$ cat config.mk
export PLATFORM = sky130hd
export DESIGN_NAME = uart_inst_loader
export DESIGN_NICKNAME = d
export VERILOG_FILES = /design/src/rtl/uart_inst_loader.sv
export SDC_FILE = /design/constraint.sdc
export NUM_CORES = 1
export LEC_CHECK = 0
export ABC_AREA = 1
export BUFFER_PORTS_ARGS = -buffer_cell sky130_fd_sc_hd__buf_2
export CORE_MARGIN = 4
export CORE_UTILIZATION = 48
export CTS_CLUSTER_SIZE = 8
export DETAILED_ROUTE_END_ITERATION = 10
export PLACE_DENSITY = 0.77
export SYNTH_ARGS = -nofsm -noshare
export SYNTH_HDL_FRONTEND = slang
export SYNTH_SLANG_ARGS = --single-unit
$ cat constraint.sdc
create_clock -name clk_i -period 1.65 [get_ports clk_i]
set_input_delay 0.0825 -clock clk_i [delete_from_list [all_inputs] [get_ports clk_i]]
set_output_delay 0.0825 -clock clk_i [all_outputs]
set_load 0.1 [all_outputs]
$ cat src/rtl/uart_inst_loader.sv
// ---------------------------------------------------------------------------
// uart_inst_loader
//
// Boot-time program loader. Sits between a UART byte receiver and the ICCM
// write port. Received bytes are packed little-endian into 32-bit instruction
// words, and each word is written to the next ICCM address. When the
// end-of-program marker arrives, the core stays in reset until en_i is high.
// Then system_rst_no is released.
//
// Ports
//   clk_i          system clock
//   rst_ni         asynchronous active-low reset (asserts at once, releases
//                  synchronously)
//   en_i           level; lets the core start once loading is complete
//   rx_byte_i      received UART byte
//   rx_dv_i        one-cycle strobe; rx_byte_i is valid
//   iccm_req_o     write request
//   iccm_we_o      write enable; same as iccm_req_o
//   iccm_addr_o    byte address of the word being written
//   iccm_wdata_o   write data
//   iccm_be_o      byte enables; all set while requesting
//   iccm_gnt_i     write accepted this cycle
//   system_rst_no  active-low core reset
//   load_done_o    end marker received
//   word_count_o   number of words written
//   overrun_o      sticky; a received byte was lost
//   full_o         sticky; a word arrived after the ICCM was full
// ---------------------------------------------------------------------------
module uart_inst_loader #(
    parameter int unsigned DATA_WIDTH = 32,
    parameter logic [31:0] BASE_ADDR  = 32'h0000_0000,
    parameter int unsigned ICCM_DEPTH = 1024,
    parameter logic [31:0] END_WORD   = 32'h0000_0FFF
) (
    input  logic                          clk_i,
    input  logic                          rst_ni,
    input  logic                          en_i,
    input  logic [7:0]                    rx_byte_i,
    input  logic                          rx_dv_i,
    output logic                          iccm_req_o,
    output logic                          iccm_we_o,
    output logic [31:0]                   iccm_addr_o,
    output logic [DATA_WIDTH-1:0]         iccm_wdata_o,
    output logic [3:0]                    iccm_be_o,
    input  logic                          iccm_gnt_i,
    output logic                          system_rst_no,
    output logic                          load_done_o,
    output logic [$clog2(ICCM_DEPTH):0]   word_count_o,
    output logic                          overrun_o,
    output logic                          full_o
);

    // state    | meaning
    // ---------+-------------------------------------------------------------
    // COLLECT  | assembling bytes of the next word
    // REG      | word complete; decide between write, discard and end marker
    // WRITE    | ICCM request held until granted
    // DONE     | end marker seen; core held in reset until en_i
    // RUN      | core released; terminal until reset

    localparam int unsigned CNT_W = $clog2(ICCM_DEPTH) + 1;

    typedef enum logic [2:0] {
        ST_COLLECT = 3'd0,
        ST_REG     = 3'd1,
        ST_WRITE   = 3'd2,
        ST_DONE    = 3'd3,
        ST_RUN     = 3'd4
    } state_t;

    state_t                 state_q, state_d;

    logic                   rst_meta, rst_sync_n;
    logic [1:0]             byte_idx;
    logic [DATA_WIDTH-1:0]  word;
    logic [7:0]             skid_byte;
    logic                   skid_vld;
    logic [CNT_W-1:0]       word_count;
    logic                   overrun;
    logic                   full;

    logic                   take_byte;
    logic [7:0]             next_byte;
    logic                   hold_phase;
    logic                   cnt_at_max;
    logic                   is_end;
    logic [31:0]            addr_offset;

    // Reset asserts asynchronously and releases on a clock edge, so all
    // state flops leave reset together.
    always_ff @(posedge clk_i or negedge rst_ni) begin
        if (!rst_ni) begin
            rst_meta   <= 1'b0;
            rst_sync_n <= 1'b0;
        end else begin
            rst_meta   <= 1'b1;
            rst_sync_n <= rst_meta;
        end
    end

    // A held skid byte is older than anything on rx, so it is consumed first.
    assign take_byte   = (state_q == ST_COLLECT) && (skid_vld || rx_dv_i);
    assign next_byte   = skid_vld ? skid_byte : rx_byte_i;
    assign hold_phase  = (state_q == ST_REG) || (state_q == ST_WRITE);
    assign cnt_at_max  = (word_count == CNT_W'(ICCM_DEPTH));
    assign is_end      = (word == END_WORD);
    assign addr_offset = 32'(word_count) << 2;

    // ---------------------------------------------------------------- state
    always_ff @(posedge clk_i or negedge rst_sync_n) begin
        if (!rst_sync_n) begin
            state_q <= ST_COLLECT;
        end else begin
            state_q <= state_d;
        end
    end

    always_comb begin
        state_d = state_q;
        case (state_q)
            ST_COLLECT: begin
                if (take_byte && (byte_idx == 2'd3)) begin
                    state_d = ST_REG;
                end
            end
            ST_REG: begin
                if (is_end) begin
                    state_d = ST_DONE;
                end else if (cnt_at_max) begin
                    state_d = ST_COLLECT;
                end else begin
                    state_d = ST_WRITE;
                end
            end
            ST_WRITE: begin
                if (iccm_gnt_i) begin
                    state_d = ST_COLLECT;
                end
            end
            ST_DONE: begin
                if (en_i) begin
                    state_d = ST_RUN;
                end
            end
            ST_RUN: begin
                state_d = ST_RUN;
            end
            default: begin
                state_d = ST_COLLECT;
            end
        endcase
    end

    always_comb begin
        iccm_req_o    = 1'b0;
        iccm_addr_o   = '0;
        iccm_wdata_o  = '0;
        iccm_be_o     = 4'h0;
        load_done_o   = 1'b0;
        system_rst_no = 1'b0;
        case (state_q)
            ST_WRITE: begin
                iccm_req_o   = 1'b1;
                iccm_addr_o  = BASE_ADDR + addr_offset;
                iccm_wdata_o = word;
                iccm_be_o    = 4'hF;
            end
            ST_DONE: begin
                load_done_o = 1'b1;
            end
            ST_RUN: begin
                load_done_o   = 1'b1;
                system_rst_no = 1'b1;
            end
            default: begin
            end
        endcase
    end

    assign iccm_we_o    = iccm_req_o;
    assign word_count_o = word_count;
    assign overrun_o    = overrun;
    assign full_o       = full;

    // ------------------------------------------------------------- datapath
    // The assembled word is left untouched from REG until the write finishes.
    // Bytes arriving in that window go to the skid register instead.
    always_ff @(posedge clk_i or negedge rst_sync_n) begin
        if (!rst_sync_n) begin
            byte_idx   <= 2'd0;
            word       <= '0;
            skid_byte  <= 8'h00;
            skid_vld   <= 1'b0;
            word_count <= '0;
            overrun    <= 1'b0;
            full       <= 1'b0;
        end else begin
            if (take_byte) begin
                word[{byte_idx, 3'b000} +: 8] <= next_byte;
                byte_idx                      <= byte_idx + 2'd1;
            end

            if (state_q == ST_COLLECT) begin
                // Skid byte consumed this cycle; a simultaneous rx byte refills it.
                if (skid_vld) begin
                    if (rx_dv_i) begin
                        skid_byte <= rx_byte_i;
                    end else begin
                        skid_vld <= 1'b0;
                    end
                end
            end else if (hold_phase && rx_dv_i) begin
                if (!skid_vld) begin
                    skid_byte <= rx_byte_i;
                    skid_vld  <= 1'b1;
                end else begin
                    overrun <= 1'b1;
                end
            end

            if ((state_q == ST_WRITE) && iccm_gnt_i && !cnt_at_max) begin
                word_count <= word_count + CNT_W'(1);
            end

            if ((state_q == ST_REG) && !is_end && cnt_at_max) begin
                full <= 1'b1;
            end
        end
    end

endmodule

==> metrics.csv, run 1 <==
stage,metric,value,unit
sta,unrepaired setup endpoints after global routing,yes,
floorplan,core region area,7250,sq um
clocking,Clock Root Buffer,sky130_fd_sc_hd__clkbuf_8,
sta,worst hold slack,0.0468,ns
synthesis,Post-Synthesis Cells,480,
clocking,clock latency of the later-clocked register in the worst-skew pair,0.34,ns
place,# port buffers,76,
synthesis,Main synth FF type,sky130_fd_sc_hd__dfrtp_1,
drt,routed via count,3477,
sta,pin slew with the least headroom to its limit,0.509,ns
worst_setup_path,FF-to-FF path depth,10,
drt,routed len/inst,14.3,um
drt,per-cell via count in the routed design,5.06,
sta,relative max-transition margin,65.7,%
clocking,Max H-tree Level,3,
worst_setup_path,Setup Crit Path Kind,register to primary output,
synthesis,Syn Std Cell Area,3600,sq um
finish,utilization of the core after routing,77.1,%
sta,Setup-failing EPs final,0,
drt,first-iteration detailed-routing DRC count,183,
worst_setup_path,kind of end point of the critical path,primary output,
sta,Fmax achieved,0.611,GHz
worst_setup_path,worst setup path start,state_q[0],
worst_setup_path,"Arr. time, crit path",1.55,ns
drt,post-detailed-route DRC marker count,0,
flow_run,Max Cap Violations,0,
finish,synthesis-to-finish area growth,55.5,%
synthesis,number of enable-type register cells in the synthesized netlist,0,
sta,final critical path time including I/O delays and setup,1.64,ns
worst_setup_path,Reg2Reg Setup Slack,0.05,ns
floorplan,die width,94.6,um
clocking,maximum number of buffers from clock root to sink,2,
sta,final critical-path share of the clock period,99.2,%
synthesis,"flops & latches, synth",61,
synthesis,"Warnings, synthesis",0,
grt,vias in the first global route,3356,
drt,detailed-route wire length,9850,um
grt,global-route wire length before repair,15700,um
synthesis,async set-reset flop share out of synthesis,100,%
synthesis,part of the Yosys area used for sequential elements,42.4,%
finish,total non-filler cell area in the finished layout,5600,sq um
grt,initial antenna violation count,0,
worst_setup_path,terminus of the critical flop-to-flop path,word[27],
sta,hold violation total from the final report,0,
min_path,worst min path class,input port to async pin,
grt,total gr overflow,0,
place,instance area after placement,5200,sq um
synthesis,count of cell types in the netlist,29,
sta,largest clock skew in the final design,0.0101,ns
floorplan,number of placement rows,31,
grt,pin count of the biggest net entering global routing,60,
clocking,clock sink total,61,
worst_setup_path,type of origin of the critical path,register,
status,result of the run,"complete, no violations",
finish,fraction of layout cells with a size suffix above 1,36.1,%
worst_setup_path,"Req. time, crit path",1.57,ns
floorplan,Starting Density,49.6,%
floorplan,die area,8940,sq um
grt,GRT Overall Usage,22.2,%
finish,count of inserted antenna diode cells,0,
drt,router iterations before antenna repair,5,
worst_setup_path,maximum fanout encountered on the critical timing path,12,
clocking,CTS buffer count,9,
sta,Slew Limit Fails,0,
drt,final antenna-violating net count,0,
finish,number of nets in the final layout,603,
floorplan,floorplan die height,94.6,um
sta,sum of negative setup slack,0,ns
clocking,clock edge transition at the registers on the reported setup and hold paths,0.07,ns
floorplan,number of ports placed on the die boundary,98,
synthesis,post-synthesis average cell area,7.49,sq um
worst_setup_path,R2R Path Start,state_q[1],
place,RePlAce Congestion,0.861,
clocking,TritonCTS clock tree,built,
place,total half-perimeter wirelength after legalization and detailed placement,7160,um
## Yosys cell counts (2+ instances only)
cell type	instances	area share, %
sky130_fd_sc_hd__nor3_1	5	0.70
sky130_fd_sc_hd__inv_2	5	0.52
sky130_fd_sc_hd__buf_2	2	0.28
sky130_fd_sc_hd__o21ai_0	31	4.3
sky130_fd_sc_hd__inv_1	66	6.9
sky130_fd_sc_hd__clkbuf_1	5	0.52
sky130_fd_sc_hd__nand2_1	109	11
sky130_fd_sc_hd__nand3_1	26	3.6
sky130_fd_sc_hd__nand4_1	4	0.70
sky130_fd_sc_hd__conb_1	2	0.21
sky130_fd_sc_hd__xor2_1	8	1.9
sky130_fd_sc_hd__nand2_2	3	0.52
sky130_fd_sc_hd__nor2_1	62	6.5
sky130_fd_sc_hd__buf_4	28	5.8
sky130_fd_sc_hd__o22ai_1	16	2.8
sky130_fd_sc_hd__dfrtp_1	61	42
sky130_fd_sc_hd__o21ai_1	12	1.7
sky130_fd_sc_hd__nor2_4	4	1.3
sky130_fd_sc_hd__a21oi_1	2	0.28
sky130_fd_sc_hd__buf_6	4	1.3
sky130_fd_sc_hd__and2_1	11	1.9
sky130_fd_sc_hd__ha_1	7	2.4
## critical path, cell delays in order, from the launching register on
cell and delay (ns):
sky130_fd_sc_hd__dfrtp_1 0.40, sky130_fd_sc_hd__inv_2 0.08, sky130_fd_sc_hd__nand3_4 0.11, sky130_fd_sc_hd__buf_4 0.26, sky130_fd_sc_hd__nor2_2 0.17, sky130_fd_sc_hd__buf_12 0.19
## registers in the layout (all words and copies together) (netlist names), 2 cells and up
name          flops
byte_idx          2
word             32
state_q           3
word_count_o     11
skid_byte         8
## placed cells by master, fill, tap and decap left out, drive strengths merged, types with 7 or more instances in the layout
cell type / count
o21ai: 45
conb: 22
buf: 109
dfrtp: 61
xor2: 8
nand3: 27
ha: 7
o22ai: 16
nor2: 66
nand2: 112
clkbuf: 12
and2: 11
inv: 69
## cell families (layout without fill, tap and decap cells)
group           count (synthesis)  count (layout)  synth area share, %
other cells                     2              22                0.209
xor+xnor                        8               8                 1.95
compound gates                 66              66                 10.7
buf+inv                       110             198                 15.3
fa+ha+maj                       7               7                 2.43
flops                          61              61                 42.4
simple gates                  226             226                 27.0
## metal layers
| layer | GRT usage [%] | part of all wire (%) | vias up |
|---|---|---|---|
| met3 | 4.38 | 7.2 | 13 |
| li1 | - | - | 1656 |
| met4 | 7.33 | 1.1 | 0 |
| met5 | 0 | 0 | - |
| met2 | 37.4 | 52 | 168 |
| met1 | 28.5 | 39 | 1640 |
## cell type report
| type | instances | area (sq um) |
|---|---|---|
| multi-input cells | 329 | 2000 |
| clock inverters | 4 | 47.5 |
| fillers | 460 | 1660 |
| repair buffers | 111 | 1460 |
| well taps | 99 | 124 |
| inverters | 71 | 275 |
| clock buffers | 12 | 145 |
| flip-flops and latches | 61 | 1540 |
## metrics by stage
step | instances | worst slack (ns)
2_1_floorplan | 500 | -0.346
3_3_place_gp | 661 | -0.115
3_5_place_dp | 661 | -0.212
4_1_cts | 681 | -0.0108
5_1_grt | 687 | -0.0432
6_report | 687 | 0.0134
## how the worst max path moves through the flow
stage / to / slack [ns]
final: iccm_addr_o[12] / 0.01
after global routing: word[9] / -0.04
after CTS: iccm_wdata_o[0] / -0.01
after detailed placement: state_q[2] / -0.21
after global placement: state_q[2] / -0.11
after floorplan: iccm_wdata_o[0] / -0.35
## what timing repair did
item | CTS | global route
hold buffers | 2 | 0
pin swaps | 2 | 6
setup buffers | 2 | 6
gates resized for setup | 12 | 10
endpoints found under the setup margin | 48 | 53
hold endpoints to repair | 3 | 0
Power of run 1 is not shown: default switching activity piles up to over one toggle a cycle in this logic, so the estimate is an artifact.
==> run 2: changes to the inputs <==
Settings changed: CORE_ASPECT_RATIO set to 0.8.
==> run 2 against run 1 <==
  * The run now ends with negative setup slack left
  * Clock skew shrank 0.0012 ns
  * Non-clock buffer count grew 9
  * First-iteration DRC count grew 91%
  * Via count grew 9.7%
  * Count of clock-buffer cells in the layout grew 3
  * Design area grew 1.9%
  * Cell count shrank 0.44%
  * Fmax shrank 7.7%
  * Register-to-register slack lost 0.06 ns
  * Highest routed layer unchanged
==> metrics.csv, run 2 (same netlist as run 1, synthesis figures left out) <==
stage,metric,value,unit
grt,GRT Overall Usage,25.1,%
worst_setup_path,R2R Path Start,state_q[0],
sta,largest clock skew in the final design,0.00890,ns
worst_setup_path,worst setup path start,state_q[2],
sta,Fmax achieved,0.564,GHz
drt,final antenna-violating net count,0,
sta,relative max-transition margin,65.4,%
sta,worst hold slack,0.0484,ns
drt,first-iteration detailed-routing DRC count,349,
clocking,maximum number of buffers from clock root to sink,2,
floorplan,Starting Density,50.7,%
grt,met3 usage,6.69,%
floorplan,floorplan die height,85.4,um
worst_setup_path,Reg2Reg Setup Slack,-0.01,ns
finish,footprint of the multi-input gates,2020,sq um
grt,global-route wire length before repair,17700,um
sta,final critical path time including I/O delays and setup,1.77,ns
min_path,worst min path class,input port to async pin,
clocking,Clock Root Buffer,sky130_fd_sc_hd__clkbuf_8,
status,result of the run,"finished, violations left",
sta,pin slew with the least headroom to its limit,0.523,ns
finish,total non-filler cell area in the finished layout,5700,sq um
sta,Setup-failing EPs final,31,
worst_setup_path,Setup Crit Path Kind,register to primary output,
finish,Seq. cell area,1540,sq um
worst_setup_path,terminus of the critical flop-to-flop path,word[7],
sta,unrepaired setup endpoints after global routing,yes,
finish,register with the most flip-flops,word,
sta,"crit path setup slack, layout",-0.124,ns
floorplan,core region area,7090,sq um
place,RePlAce Congestion,0.856,
worst_setup_path,kind of end point of the critical path,primary output,
worst_setup_path,delay of the slowest cell on the worst path,0.40,ns
worst_setup_path,number of buffer and inverter instances along the worst setup path,5,
worst_setup_path,FF-to-FF path depth,9,
place,# port buffers,76,
finish,"leading cell type in the layout, fill and taps excluded",sky130_fd_sc_hd__nand2_1,
worst_setup_path,"Req. time, crit path",1.57,ns
finish,Final Instance Count excl. Fillers,684,
place,instance area after placement,5160,sq um
grt,M2 GR Usage,42.5,%
clocking,clock edge transition at the registers on the reported setup and hold paths,0.06,ns
sta,final critical-path share of the clock period,108,%
worst_setup_path,maximum fanout encountered on the critical timing path,5,
floorplan,die width,105,um
grt,pin count of the biggest net entering global routing,33,
clocking,TritonCTS clock tree,built,
finish,synthesis-to-finish area growth,58.4,%
drt,routed len/inst,18.0,um
floorplan,die area,8950,sq um
grt,total gr overflow,0,
drt,detailed-route wire length,12300,um
finish,count of inserted antenna diode cells,0,
grt,grt met1 use,30.6,%
finish,final-layout fill cell count,390,
status,violated checks,negative setup slack,
clocking,CTS buffer count,9,
worst_setup_path,standard cell with the maximum stage delay on the critical path,sky130_fd_sc_hd__dfrtp_1,
floorplan,number of placement rows,27,
flow_run,Max Cap Violations,0,
drt,routed via count,3816,
grt,vias in the first global route,3550,
finish,most frequent cells in the layout,"sky130_fd_sc_hd__nand2_1, sky130_fd_sc_hd__inv_1, sky130_fd_sc_hd__buf_12, sky130_fd_sc_hd__nor2_4, sky130_fd_sc_hd__dfrtp_1",
clocking,Max H-tree Level,3,
finish,max reg flops,32,
worst_setup_path,Critical Path Stages,7,
clocking,clock sink total,61,
finish,number of nets in the final layout,612,
grt,initial antenna violation count,0,
worst_setup_path,gate family responsible for the most delay along the worst path,buffers and inverters,
drt,per-cell via count in the routed design,5.58,
drt,router iterations before antenna repair,7,
worst_setup_path,library cell appearing most often on the critical path,sky130_fd_sc_hd__buf_12,
floorplan,number of ports placed on the die boundary,98,
worst_setup_path,type of origin of the critical path,register,
sta,hold violation total from the final report,0,
place,total half-perimeter wirelength after legalization and detailed placement,7460,um
clocking,clock latency of the later-clocked register in the worst-skew pair,0.35,ns
sta,Slew Limit Fails,0,
place,Placed Cells,647,
worst_setup_path,chain of cells forming the critical path,"inv_2, nand3_4, buf_12, buf_6, buf_12, nor2_4, buf_12",
finish,fraction of layout cells with a size suffix above 1,38.2,%
grt,busiest layer in global routing,met2,
drt,post-detailed-route DRC marker count,0,
worst_setup_path,"Arr. time, crit path",1.69,ns
worst_setup_path,capture point of the worst path,iccm_wdata_o[23],
run 2: changes by cell type in the layout (fill, tap and decap cells not counted), moves of 3 or more:
| cell | previous run | this run |
|---|---|---|
| sky130_fd_sc_hd__o21ai_0 | 20 | 14 |
| sky130_fd_sc_hd__buf_4 | 29 | 33 |
| sky130_fd_sc_hd__buf_6 | 0 | 4 |
| sky130_fd_sc_hd__o21ai_1 | 22 | 26 |
| sky130_fd_sc_hd__inv_1 | 62 | 59 |
run 2: cell type report:
class                      count  share of cell area, %
tap                           87                   1.91
multi-input combinational    329                   35.5
timing repair buffer         120                   27.7
clock buffer                  15                   2.92
clock inverter                 1                 0.0878
inverter                      71                   4.85
sequential                    61                   27.0
run 2: worst min path at each step:
stage                     startpoint         end  slack, ns  cells past startpoint
final                         rst_ni  rst_sync_n       0.05                      2
after global routing            en_i  state_q[0]       0.05                      3
after CTS                       en_i  state_q[0]       0.02                      3
after detailed placement      rst_ni    rst_meta      -0.13                      1
after global placement        rst_ni    rst_meta      -0.13                      1
after floorplan               rst_ni    rst_meta      -0.21                      0
run 2: repair_timing:
action,in CTS,in global routing
cloned,2,1
pin swaps,4,9
gates resized for setup,10,32
buffers inserted,9,9
hold buffers,1,0
endpoints found under the setup margin,37,80
hold endpoints to repair,2,0
run 2: layer usage:
metal  up-vias  wire [um]  share of wire, %
met3        54       1100               8.9
met4         0        475               3.9
met2       276       6180                50
met5         -          0                 0
met1      1803       4590                37
li1       1683          -                 -
run 2: stage by stage:
stage | utilization [%] | worst slack (ns) | setup TNS [ns]
floorplan | - | -0.346 | -1.69
global placement | 72.8 | 0.000716 | 0
detailed placement | 72.8 | -0.110 | -0.351
CTS | 78.1 | -0.0987 | -1.05
global route | 80.3 | -0.162 | -4.01
finish | 80.3 | -0.124 | -0.874
Power of run 2 is left out for the same reason.
==> run 3: changes to the inputs <==
Settings changed: SKIP_CTS_REPAIR_TIMING set to 1.
==> run 3 against run 2 <==
  * The run still ends with negative setup slack left
  * Die area unchanged
  * Critical path depth down 1
  * Via count shrank 5.4%
  * Count of clock-buffer cells in the layout is the same
  * Core utilization down 1.3 points
==> metrics.csv, run 3 (same netlist as run 1, synthesis figures left out) <==
stage,metric,value,unit
worst_setup_path,Setup Crit Path Kind,register to primary output,
worst_setup_path,number of buffer and inverter instances along the worst setup path,4,
finish,synthesis-to-finish area growth,55.9,%
grt,pin count of the biggest net entering global routing,33,
worst_setup_path,kind of end point of the critical path,primary output,
clocking,Max H-tree Level,3,
worst_setup_path,chain of cells forming the critical path,"inv_2, nand3_4, buf_4, clkbuf_16, nor2_4, buf_12",
sta,final critical-path share of the clock period,103,%
place,# port buffers,76,
grt,initial antenna violation count,0,
finish,"leading cell type in the layout, fill and taps excluded",sky130_fd_sc_hd__nand2_1,
clocking,TritonCTS clock tree,built,
grt,global-route wire length before repair,15900,um
sta,Slew Limit Fails,0,
sta,Setup-failing EPs final,26,
grt,total gr overflow,0,
finish,utilization of the core after routing,79.0,%
grt,vias in the first global route,3307,
drt,routed len/inst,16.3,um
clocking,CTS buffer count,9,
drt,detailed-route wire length,11100,um
floorplan,floorplan die height,85.4,um
grt,GRT Overall Usage,22.3,%
floorplan,core region area,7090,sq um
sta,final critical path time including I/O delays and setup,1.70,ns
clocking,clock sink total,61,
sta,"crit path setup slack, layout",-0.0539,ns
worst_setup_path,type of origin of the critical path,register,
place,RePlAce Congestion,0.856,
drt,final antenna-violating net count,0,
drt,routed via count,3609,
drt,router iterations before antenna repair,4,
sta,worst hold slack,0.0254,ns
clocking,clock edge transition at the registers on the reported setup and hold paths,0.06,ns
flow_run,Max Cap Violations,0,
floorplan,die width,105,um
worst_setup_path,standard cell with the maximum stage delay on the critical path,sky130_fd_sc_hd__dfrtp_1,
finish,register with the most flip-flops,word,
worst_setup_path,"Arr. time, crit path",1.62,ns
finish,most frequent cells in the layout,"sky130_fd_sc_hd__nand2_1, sky130_fd_sc_hd__inv_1, sky130_fd_sc_hd__buf_12, sky130_fd_sc_hd__dfrtp_1, sky130_fd_sc_hd__nor2_4",
floorplan,die area,8950,sq um
drt,per-cell via count in the routed design,5.30,
finish,fraction of layout cells with a size suffix above 1,36.0,%
floorplan,number of placement rows,27,
clocking,maximum number of buffers from clock root to sink,2,
finish,count of inserted antenna diode cells,0,
finish,number of nets in the final layout,609,
drt,first-iteration detailed-routing DRC count,259,
clocking,Clock Root Buffer,sky130_fd_sc_hd__clkbuf_8,
sta,unrepaired setup endpoints after global routing,yes,
status,violated checks,negative setup slack,
place,post-placement worst setup slack,-0.110,ns
floorplan,Starting Density,50.7,%
sta,largest clock skew in the final design,0.0107,ns
worst_setup_path,gate family responsible for the most delay along the worst path,buffers and inverters,
worst_setup_path,maximum fanout encountered on the critical timing path,10,
sta,Fmax achieved,0.587,GHz
sta,hold violation total from the final report,0,
worst_setup_path,"Req. time, crit path",1.57,ns
place,total half-perimeter wirelength after legalization and detailed placement,7460,um
drt,post-detailed-route DRC marker count,0,
min_path,worst min path class,input port to register,
finish,max reg flops,32,
clocking,clock latency of the later-clocked register in the worst-skew pair,0.35,ns
floorplan,number of ports placed on the die boundary,98,
worst_setup_path,delay of the slowest cell on the worst path,0.40,ns
status,result of the run,"finished, violations left",
sta,sum of negative setup slack,-0.488,ns
run 3: cell count changes in the layout (fill, tap and decap cells not counted), sizes merged:
cell / delta
clkbuf: +2
buf: -5
run 3: worst paths after layout:
check / startpoint / endpoint / slack (ns) / cells after the start
max: state_q[2] / iccm_wdata_o[22] / -0.05 / 6
min: en_i / state_q[0] / 0.03 / 3
max reg2reg: byte_idx[1] / word[5] / 0.04 / 5
min reg2reg: rst_sync_n / word[8] / 0.27 / 1
max in group asynchronous: rst_sync_n / word_count_o[0] / 1.00 / 1
min in group asynchronous: rst_ni / rst_sync_n / 0.05 / 2
run 3: per-layer routing:
layer | vias up | global-route usage, % | wire, um
met5 | - | 0 | 0
met4 | 0 | 8.10 | 445
met3 | 44 | 5.40 | 877
met2 | 191 | 37.0 | 5420
met1 | 1702 | 28.5 | 4320
li1 | 1672 | - | -
run 3: worst reg2reg max path, delay by kind of cell (launching register included):
family / cells / cell delay [ns]
AO/OA/AOI/OAI: 1 / 0.15
AND/OR/NAND/NOR: 2 / 0.50
buffers and inverters: 1 / 0.10
flip-flops: 1 / 0.41
adder cells (fa/ha/maj): 1 / 0.35
run 3: final cells by class:
type | count | area (sq um)
multi-input cells | 329 | 1970
repair buffers | 117 | 1540
flip-flops and latches | 61 | 1540
fillers | 420 | 1490
inverters | 71 | 277
clock buffers | 15 | 166
well taps | 87 | 109
clock inverters | 1 | 5.00
run 3: stage by stage:
stage	cells	cell area, sq um
floorplan	500	4050
global placement	647	5160
detailed placement	647	5160
CTS	663	5340
global route	681	5610
finish	681	5610
Power of run 3 is left out for the same reason.
